==> src/rtl/muldiv_seq.sv <==
// Iterative RV32M multiply/divide sequencer for the EX stage.
// One shift-add (multiply) or restoring shift-subtract (divide) step per cycle on a shared adder.
module muldiv_seq #(
  parameter int XLEN  = 32,
  parameter int CNT_W = 6
) (
  input  logic            clk,
  input  logic            rst_n,
  input  logic            start,
  input  logic [2:0]      funct3,
  input  logic [XLEN-1:0] src_a,
  input  logic [XLEN-1:0] src_b,
  input  logic            flush,
  output logic            stall,
  output logic            done,
  output logic [XLEN-1:0] result
);

  typedef enum logic [2:0] {IDLE, PREP, CALC, FIN, DONE} state_t;

  localparam logic [2:0] OP_MUL    = 3'b000;
  localparam logic [2:0] OP_MULH   = 3'b001;
  localparam logic [2:0] OP_MULHSU = 3'b010;
  localparam logic [2:0] OP_MULHU  = 3'b011;
  localparam logic [2:0] OP_DIV    = 3'b100;
  localparam logic [2:0] OP_DIVU   = 3'b101;
  localparam logic [2:0] OP_REM    = 3'b110;
  localparam logic [2:0] OP_REMU   = 3'b111;

  localparam logic [XLEN-1:0] MIN_NEG = {1'b1, {(XLEN-1){1'b0}}};

  state_t            state, state_nxt;
  logic [2:0]        op;
  logic [XLEN-1:0]   hi, lo, b_q;
  logic [CNT_W-1:0]  cnt;
  logic              sign_a, sign_b;

  logic              is_div, a_signed, b_signed, neg_a, neg_b;
  logic [XLEN-1:0]   a_mag, b_mag;
  logic              div_zero, overflow, special;
  logic [XLEN-1:0]   special_val;
  logic [XLEN:0]     add_a, add_b;
  logic              add_cin;
  logic [XLEN+1:0]   add_sum;
  logic              carry;
  logic [2*XLEN-1:0] prod, prod_s;
  logic [XLEN-1:0]   quo_s, rem_s, fin_val;

  assign is_div   = op[2];
  assign a_signed = (op == OP_MULH) | (op == OP_MULHSU) | (op == OP_DIV) | (op == OP_REM);
  assign b_signed = (op == OP_MULH) | (op == OP_DIV) | (op == OP_REM);

  // During PREP, lo and b_q still hold the raw operands latched in IDLE
  assign neg_a = a_signed & lo[XLEN-1];
  assign neg_b = b_signed & b_q[XLEN-1];
  assign a_mag = neg_a ? (~lo + 1'b1) : lo;
  assign b_mag = neg_b ? (~b_q + 1'b1) : b_q;

  assign div_zero = is_div & (b_q == '0);
  assign overflow = ((op == OP_DIV) | (op == OP_REM)) & (lo == MIN_NEG) & (b_q == '1);
  assign special  = div_zero | overflow;

  always_comb begin
    special_val = '0;
    if (div_zero)      special_val = op[1] ? lo : '1;
    else if (overflow) special_val = op[1] ? '0 : MIN_NEG;
  end

  // Shared adder: hi accumulates the product, or holds the partial remainder
  always_comb begin
    add_a   = '0;
    add_b   = '0;
    add_cin = 1'b0;
    if (is_div) begin
      add_a   = {hi, lo[XLEN-1]};
      add_b   = ~{1'b0, b_q};
      add_cin = 1'b1;
    end else begin
      add_a   = {1'b0, hi};
      add_b   = lo[0] ? {1'b0, b_q} : '0;
    end
  end

  assign add_sum = {1'b0, add_a} + {1'b0, add_b} + {{(XLEN+1){1'b0}}, add_cin};
  assign carry   = add_sum[XLEN+1];

  assign prod   = {hi, lo};
  assign prod_s = (sign_a ^ sign_b) ? (~prod + 1'b1) : prod;
  assign quo_s  = (sign_a ^ sign_b) ? (~lo + 1'b1) : lo;
  assign rem_s  = sign_a ? (~hi + 1'b1) : hi;

  always_comb begin
    fin_val = '0;
    case (op)
      OP_MUL:                        fin_val = prod_s[XLEN-1:0];
      OP_MULH, OP_MULHSU, OP_MULHU:  fin_val = prod_s[2*XLEN-1:XLEN];
      OP_DIV, OP_DIVU:               fin_val = quo_s;
      OP_REM, OP_REMU:               fin_val = rem_s;
      default:                       fin_val = '0;
    endcase
  end

  always_comb begin
    state_nxt = state;
    stall     = 1'b0;
    case (state)
      IDLE: begin
        if (start && !flush) begin
          state_nxt = PREP;
          stall     = 1'b1;
        end
      end
      PREP: begin
        stall     = 1'b1;
        state_nxt = special ? DONE : CALC;
      end
      CALC: begin
        stall = 1'b1;
        if (cnt == CNT_W'(1)) state_nxt = FIN;
      end
      FIN: begin
        stall     = 1'b1;
        state_nxt = DONE;
      end
      DONE:    state_nxt = IDLE;
      default: state_nxt = IDLE;
    endcase
    if (flush) state_nxt = IDLE;
  end

  always_ff @(posedge clk) begin
    if (!rst_n) begin
      state  <= IDLE;
      done   <= 1'b0;
      result <= '0;
      op     <= '0;
      hi     <= '0;
      lo     <= '0;
      b_q    <= '0;
      cnt    <= '0;
      sign_a <= 1'b0;
      sign_b <= 1'b0;
    end else begin
      state <= state_nxt;
      done  <= (state_nxt == DONE);
      case (state)
        IDLE: begin
          if (start && !flush) begin
            op  <= funct3;
            lo  <= src_a;
            b_q <= src_b;
          end
        end
        PREP: begin
          sign_a <= neg_a;
          sign_b <= neg_b;
          lo     <= a_mag;
          b_q    <= b_mag;
          hi     <= '0;
          cnt    <= CNT_W'(XLEN);
          if (special && !flush) result <= special_val;
        end
        CALC: begin
          cnt <= cnt - 1'b1;
          if (is_div) begin
            hi <= carry ? add_sum[XLEN-1:0] : {hi[XLEN-2:0], lo[XLEN-1]};
            lo <= {lo[XLEN-2:0], carry};
          end else begin
            hi <= add_sum[XLEN:1];
            lo <= {add_sum[0], lo[XLEN-1:1]};
          end
        end
        FIN: begin
          if (!flush) result <= fin_val;
        end
        default: ;
      endcase
    end
  end

endmodule

==> config.mk <==
export PLATFORM = sky130hd
export DESIGN_NAME = muldiv_seq
export DESIGN_NICKNAME = d
export VERILOG_FILES = /design/src/rtl/muldiv_seq.sv
export SDC_FILE = /design/constraint.sdc
export NUM_CORES = 1
export LEC_CHECK = 0
export ABC_CLOCK_PERIOD_IN_PS = 11200
export BUFFER_PORTS_ARGS = -buffer_cell sky130_fd_sc_hd__buf_4
export CAP_MARGIN = 10
export CORE_ASPECT_RATIO = 1.1
export CORE_MARGIN = 8
export CORE_UTILIZATION = 29
export CTS_BUF_LIST = sky130_fd_sc_hd__clkbuf_8
export DETAILED_ROUTE_END_ITERATION = 8
export PLACE_DENSITY = 0.43
export SYNTH_ARGS = -nofsm -noshare
export SYNTH_HDL_FRONTEND = slang
export SYNTH_SLANG_ARGS = --single-unit
==> constraint.sdc <==
create_clock -name clk -period 11.2 [get_ports clk]
set_input_delay 1.12 -clock clk [delete_from_list [all_inputs] [get_ports clk]]
set_output_delay 1.12 -clock clk [all_outputs]
set_load 0.03 [all_outputs]
==> results of run 1 <==
## cell families after synthesis
logic type	synth area share (%)
flops	22.0
compound gates	31.7
xor+xnor	6.06
mux	4.79
fa+ha+maj	3.96
simple gates	25.0
buf+inv	6.55
## cell type report
class,instances,area share [%]
Clock buffer,17,1.61
Clock inverter,15,1.44
Inverter,43,1.11
Multi-Input combinational cell,1522,64.5
Sequential cell,143,19.8
Tap cell,581,5.01
Timing Repair Buffer,127,6.58
## path summary, 6_finish.rpt
kind,from,end,slack (ps),cells after the start
worst max-delay path,op[2]$_SDFFE_PN0P_,hi[24]$_SDFFE_PN0N_,6060,14
worst min-delay path,result[31]$_SDFFE_PN0P_,result[31]$_SDFFE_PN0P_,460,2
worst max register to register,op[2]$_SDFFE_PN0P_,hi[24]$_SDFFE_PN0N_,6060,14
worst min register to register,result[31]$_SDFFE_PN0P_,result[31]$_SDFFE_PN0P_,460,2
## power by group
| part | total [mW] | switching [mW] | leakage [nW] | internal (mW) |
|---|---|---|---|---|
| sequential | 0.568 | 0.0446 | 1.16 | 0.524 |
| clock | 0.497 | 0.251 | 0.219 | 0.246 |
| combinational | 0.297 | 0.193 | 3.98 | 0.104 |
| total | 1.36 | 0.488 | 5.36 | 0.873 |
## layer usage
layer | part of all wire, % | up-vias | wire length, µm | track usage, %
met4 | 4.6 | 0 | 2690 | 10.7
met5 | 0 | - | 0 | 0
li1 | - | 6896 | - | -
met3 | 5.0 | 94 | 2900 | 3.70
met2 | 46 | 480 | 27100 | 35.6
met1 | 44 | 6958 | 25800 | 28.1
## cell usage after synthesis, types with 4 or more instances
master,count
clkbuf_1,163
nand4_1,24
or4_1,18
o22ai_1,37
nor2_1,182
dfxtp_1,143
a31oi_1,21
o31ai_1,9
nand2_1,205
o21a_1,9
a22oi_1,14
nand3b_1,8
and3_1,8
a32o_1,7
nand3_1,24
nor3b_1,11
or2_2,10
a222oi_1,5
buf_1,10
a311oi_1,7
or3_1,21
buf_2,5
a21o_1,23
o221ai_1,17
xnor2_1,59
and2_1,21
xor2_1,31
a21oi_1,161
or3_4,4
a211oi_1,18
nand2b_1,10
mux2_2,34
o311ai_0,6
o211ai_1,23
o21ai_0,222
ha_1,38
nor3_1,77
o21ai_1,4
a221oi_1,37
nor4_1,28
mux2i_1,24
inv_1,40
## worst max-delay path: stages (launching register included)
cell      delay [ps]
dfxtp_4          860
clkinv_1         550
a21boi_0         460
fa_1             280
inv_1             60
fa_1             420
a211oi_1         320
o211ai_1         160
a32oi_1          280
o21ai_0          350
a31o_2           380
a311oi_1         300
xor2_1           240
nand2_1           80
a32o_1           270
## stage by stage
stage	util [%]	cells	instance area, µm²
after global routing	32.7	2448	14500
after CTS	32.7	2448	14500
final	32.7	2448	14500
after floorplan	-	1888	13000
after global placement	31.7	2416	14100
after detailed placement	31.7	2416	14100
## flip-flops by register name, summed over array words and instances (netlist names)
signal	flops
sign_a	1
hi	32
done	1
cnt	6
op	3
state	3
lo	32
b_q	32
result	32
sign_b	1
==> summary.txt, run 1 <==
Status: finished clean
CP endpoint kind: flip-flop
Die height: 238 µm
Commonest cells after routing, fill and taps aside: o21ai_0, nand2_1, nor2_1
Post-synthesis sequential area ratio: 22.0%
Post-Synthesis Cells: 1888
Yosys warnings: 0
Slew Limit Fails: 0
Post-synth top area share: 22.0%
Fill count: 4910
Initial Utilization: 29.3%
GRT Total Usage: 22.0%
Setup TNS: 0 ps
GP Congestion: 0.908
Postcts setup bufs: 0
H-Tree Depth: 4
Total grt overflow: 0
Worst-path fanout max: 59
Layout Skew: 16.5 ps
Number of global-route vias before repair: 13990
Leading post-synthesis cells by cell area: dfxtp_1, o21ai_0, a21oi_1, nand2_1, nor2_1
Post-synth top area cell: dfxtp_1
Min Hold Slack: 461 ps
Endpoints failing setup: 0
Yosys cell types: 82
Max-Cap Viols: 0
Die footprint: 51900 µm²
Initial antenna violation count: 0
Top_reg_cell synth: dfxtp_1
Diodes inserted: 0
Final Hold Fails: 0
CTS tree: built
Rows: 81
Final worst-path cycle share: 45.9%
CTS Root Cell: clkbuf_8
RSZ-0062 raised after global routing: false
Leak: 5.36 nW
Tmin final: 5140 ps
Slew margin rel.: 21.4%
Num CTS Buffers: 17
Commonest non-fill, non-tap cell in the layout: o21ai_0
Via count: 14428
Reg clk slew, reported paths: 100 ps
Post-DP HPWL: 42800 µm
Pre-CTS setup slack: 6070 ps
Pin count of the biggest net entering global routing: 67
Hold buffer count at CTS: 0
Synthesized Nets: 1999
PortBufs: 104
Worst setup path category: reg -> reg
Hold Crit Class: reg -> reg
Reg area: 2870 µm²
Multi-input logic area: 9350 µm²
PostCTS Resize Cnt: 0
Avg Cell Area, Syn: 6.89 µm²
Synthesis-stage register bit count: 143
Number of DRC markers in iteration 0: 1027
Critical Path RT: 11650 ps
F_max: 195 MHz
Routed WL: 58500 µm
EDFF count, synth: 0
Core area: 44400 µm²
Antenna-violating nets left: 0
Max VDD drop: 0.0941 mV
Worst-Margin Slew: 1170 ps
Routed vias/inst: 5.89
Area Overhead vs Synth: 11.5%
Max Root-Sink Buffers: 2
Tot Pwr: 1.36 mW
Layout net count: 1965
Power density cells: 93.9 nW/µm²
DRT Pass-1 Iters: 5
Ratio of cells with drive above 1 in the final layout: 12.5%
Global-route wire length before repair: 88800 µm
Synthesized area: 13000 µm²
DRC: 0
Worst-Skew Late Latency: 560 ps
# clock sinks: 143
Chip Width: 218 µm
Worst setup margin: 6060 ps
Post-synth ARST share: 0%
Startpoint types: flip-flop
I/O Pins: 105
Routed len/inst: 23.9 µm
WP data arrival: 5590 ps
Note: power is estimated with default switching activity, not from simulation.
==> inputs of run 2 (changes only) <==
- ABC_CLOCK_PERIOD_IN_PS: 11200 -> 5200
- clock period: 11.2 -> 5.2 ns (I/O delays scaled with it)
==> summary.txt, run 2 (same netlist as run 1, synthesis figures left out) <==
RSZ-0062 raised after global routing: false
Number of global-route vias before repair: 14026
Global-route wire length before repair: 89500 µm
GRT Total Usage: 22.1%
DRT Pass-1 Iters: 5
Core area: 44400 µm²
Commonest cells after routing, fill and taps aside: o21ai_0, nand2_1, nor2_1
F_max: 232 MHz
Postcts setup bufs: 0
Pin count of the biggest net entering global routing: 79
Post-DP HPWL: 43800 µm
Die height: 238 µm
Die footprint: 51900 µm²
Final worst-path cycle share: 83.0%
Worst setup path category: reg -> reg
Max-Cap Viols: 0
Reg clk slew, reported paths: 100 ps
Non-Filler Instances: 2467
WP data arrival: 4740 ps
Endpoints failing setup: 0
Routed WL: 59400 µm
# placed instances: 2435
Worst-path fanout max: 20
DRC: 0
Hold buffer count at CTS: 0
Number of DRC markers in iteration 0: 1300
Layout Skew: 22.2 ps
Diodes inserted: 0
Min Hold Slack: 247 ps
Final Hold Fails: 0
H-Tree Depth: 4
Worst-Skew Late Latency: 510 ps
Tmin final: 4310 ps
Hold Crit Class: in -> reg
CTS tree: built
Post-route cell area: 14600 µm²
Antenna-violating nets left: 0
Routed len/inst: 24.1 µm
Max Root-Sink Buffers: 2
Post-placement cell area: 14200 µm²
Max VDD drop: 0.167 mV
Worst-Margin Slew: 1090 ps
Layout net count: 1984
Num CTS Buffers: 17
Commonest non-fill, non-tap cell in the layout: o21ai_0
Slew Limit Fails: 0
CP endpoint kind: flip-flop
Worst setup margin: 886 ps
# clock sinks: 143
Rows: 81
Area Overhead vs Synth: 12.3%
Setup TNS: 0 ps
PostCTS Resize Cnt: 0
I/O Pins: 105
Initial antenna violation count: 1
Pre-CTS setup slack: 955 ps
Routed vias/inst: 5.91
Leak: 5.43 nW
Initial Utilization: 29.3%
Startpoint types: flip-flop
Power density cells: 195 nW/µm²
Via count: 14579
GP Congestion: 0.941
Ratio of cells with drive above 1 in the final layout: 13.3%
Critical Path RT: 5630 ps
Status: finished clean
Total grt overflow: 0
PortBufs: 104
Slew margin rel.: 27.4%
Chip Width: 218 µm
CTS Root Cell: clkbuf_8
-- run 2: layout make-up --
| cell class | count | area [µm²] |
|---|---|---|
| Fill cell | 4906 | 29800 |
| Multi-Input combinational cell | 1522 | 9340 |
| Sequential cell | 143 | 2870 |
| Timing Repair Buffer | 146 | 1110 |
| Tap cell | 581 | 727 |
| Clock buffer | 19 | 262 |
| Inverter | 43 | 161 |
| Clock inverter | 13 | 138 |
-- run 2: through the flow --
step / utilization (%) / total power, mW
2_1_floorplan: - / 1.63
3_3_place_gp: 32.0 / 1.89
3_5_place_dp: 32.0 / 1.89
4_1_cts: 32.9 / 2.88
5_1_grt: 32.9 / 2.98
6_report: 32.9 / 2.85
-- run 2: path summary, 6_finish.rpt --
kind,from,slack [ps],cells past startpoint,endpoint
worst max-delay path,lo[0]$_SDFFE_PN0P_,890,16,hi[1]$_SDFFE_PN0N_
worst min-delay path,src_b[12],250,3,b_q[12]$_SDFFE_PN0P_
worst max register to register,lo[0]$_SDFFE_PN0P_,890,16,hi[1]$_SDFFE_PN0N_
worst min register to register,result[21]$_SDFFE_PN0P_,470,2,result[21]$_SDFFE_PN0P_
-- run 2: metal layers --
metal	track usage [%]	up-vias	part of all wire, %
met5	0	-	0
met4	10.1	0	4.3
met3	3.07	99	5.5
met2	36.3	544	47
met1	28.5	7033	43
li1	-	6903	-
-- run 2: power breakdown --
part	internal (mW)	total (mW)	switching [mW]
registers	1.13	1.21	0.0792
logic	0.230	0.662	0.432
clock network	0.453	0.981	0.528
total	1.81	2.85	1.04
-- run 2: critical path, stage by stage (launching register included) --
cell	delay (ps)
dfxtp_1	410
inv_1	160
nor2_2	380
buf_4	240
nand2_1	50
o21ai_0	150
ha_1	300
nor2b_1	150
o2111ai_1	230
a21oi_1	160
or3_1	490
and3_1	190
o21ai_1	500
buf_4	370
a2bb2oi_1	180
o211ai_1	110
a21oi_1	150
==> inputs of run 3 (changes only) <==
- ABC_CLOCK_PERIOD_IN_PS: 5200 -> 4330
- clock period: 5.2 -> 4.33 ns (I/O delays scaled with it)
==> summary.txt, run 3 (same netlist as run 1, synthesis figures left out) <==
Max VDD drop: 0.176 mV
Via count: 14551
Number of global-route vias before repair: 13961
Antenna-violating nets left: 0
GRT Total Usage: 22.4%
Commonest non-fill, non-tap cell in the layout: o21ai_0
Worst-path fanout max: 31
Slew Limit Fails: 0
Initial Utilization: 29.3%
Post-placement cell area: 14400 µm²
Slew margin rel.: 23.3%
Global-route wire length before repair: 89700 µm
Worst R2R Start: lo[0]$_SDFFE_PN0P_
Worst path max stage delay: 640 ps
Hold buffer count at CTS: 0
Fill count: 4895
Rows: 81
RSZ-0062 raised after global routing: false
Max-Cap Viols: 0
Die footprint: 51900 µm²
Tmin final: 4000 ps
Total grt overflow: 0
Startpoint types: flip-flop
Hold EP: b_q[23]$_SDFFE_PN0P_
HP Start: src_b[23]
Worst setup margin: 333 ps
Critical Path RT: 4790 ps
Reg area: 2870 µm²
F_max: 250 MHz
Max Root-Sink Buffers: 2
FF-to-FF setup slack: 330 ps
Initial antenna violation count: 1
Reg-to-reg endpoint: hi[23]$_SDFFE_PN0N_
Routed WL: 59800 µm
Endpoints failing setup: 0
Slowest CP cell: o41ai_1
Final worst-path cycle share: 92.3%
Routed vias/inst: 5.82
Ratio of cells with drive above 1 in the final layout: 14.8%
Worst-Margin Slew: 1150 ps
Core area: 44400 µm²
Pin count of the biggest net entering global routing: 79
Post-route cell area: 14900 µm²
Routed len/inst: 23.9 µm
R2R depth: 15
Hold Crit Class: in -> reg
I/O Pins: 105
CP endpoint kind: flip-flop
H-Tree Depth: 4
Layout net count: 2016
Final Hold Fails: 0
Layout Skew: 27.6 ps
DRC: 0
WP data arrival: 4460 ps
Number of DRC markers in iteration 0: 1196
PortBufs: 104
Post-DP HPWL: 44800 µm
# clock sinks: 143
GP Congestion: 0.951
Worst-Skew Late Latency: 580 ps
Area Overhead vs Synth: 14.4%
Tot Pwr: 3.54 mW
Chip Width: 218 µm
Status: finished clean
Num CTS Buffers: 17
Setup TNS: 0 ps
Leak: 5.61 nW
CTS tree: built
Reg clk slew, reported paths: 110 ps
Die height: 238 µm
Pre-CTS setup slack: 344 ps
Worst setup path category: reg -> reg
DRT Pass-1 Iters: 5
CP Cell Sequence: inv_1, nor2_2, buf_4, nand2_1, o21ai_0, ha_1, nor2b_1, o2111ai_1, a21oi_1, o41ai_1, o31a_1, o21ai_0, xnor2_1, nand2_1, a22o_1
Multi-input logic area: 9330 µm²
CTS Root Cell: clkbuf_8
Commonest cells after routing, fill and taps aside: o21ai_0, nand2_1, nor2_1
Post-layout util: 33.5%
Hold depth: 3
Power density cells: 238 nW/µm²
[run 3: cell types whose count changed in the layout (fill, tap and decap cells not counted), sizes merged]
cell | before | now
diode | 0 | 1
clkinvlp | 4 | 2
buf | 146 | 178
clkinv | 3 | 5
bufinv | 2 | 3
inv | 47 | 46
[run 3: final cells by class]
type                            count  area share, %
Multi-Input combinational cell   1522           62.7
Sequential cell                   143           19.3
Timing Repair Buffer              178           9.07
Tap cell                          581           4.89
Clock buffer                       19           1.76
Clock inverter                     13           1.19
Inverter                           43           1.08
Antenna cell                        1         0.0168
[run 3: routing by layer]
metal / up-vias / share of wire [%] / global-route usage [%]
li1: 6988 / - / -
met1: 6991 / 43 / 28.2
met2: 473 / 47 / 36.6
met3: 99 / 5.2 / 3.72
met4: 0 / 4.7 / 11.2
met5: - / 0 / 0
[run 3: critical path: cells and delay by family (launching register included)]
| family | cells | cell delay [ps] |
|---|---|---|
| AO/OA/AOI/OAI | 7 | 2000 |
| XOR/XNOR | 1 | 290 |
| adder cells (fa/ha/maj) | 1 | 300 |
| buffers and inverters | 2 | 440 |
| flip-flops | 1 | 340 |
| AND/OR/NAND/NOR | 4 | 500 |
[run 3: per-stage QoR]
stage               cells  hold slack (ps)
detailed placement   2467              461
finish               2500             87.2
global placement     2467              462
global route         2499             74.0
CTS                  2499             38.9
floorplan            1888              446
[run 3: power breakdown]
part | internal (mW) | switching (mW)
Sequential | 1.35 | 0.0882
Combinational | 0.298 | 0.532
Clock | 0.612 | 0.657
[run 3: worst max path at each step]
stage,end,cells past startpoint,start,slack [ps]
2_1_floorplan,hi[24]$_SDFFE_PN0N_,15,op[2]$_SDFFE_PN0P_,60
3_3_place_gp,hi[22]$_SDFFE_PN0N_,15,lo[0]$_SDFFE_PN0P_,390
3_5_place_dp,hi[24]$_SDFFE_PN0N_,14,op[2]$_SDFFE_PN0P_,340
4_1_cts,hi[24]$_SDFFE_PN0N_,14,op[2]$_SDFFE_PN0P_,290
5_1_grt,hi[23]$_SDFFE_PN0N_,15,lo[0]$_SDFFE_PN0P_,40
6_report,hi[23]$_SDFFE_PN0N_,15,lo[0]$_SDFFE_PN0P_,330
[run 3: repair_timing]
action	4_1_cts	5_1_grt
endpoints found under the setup margin	0	3
resized for setup	0	1
setup buffers	0	0
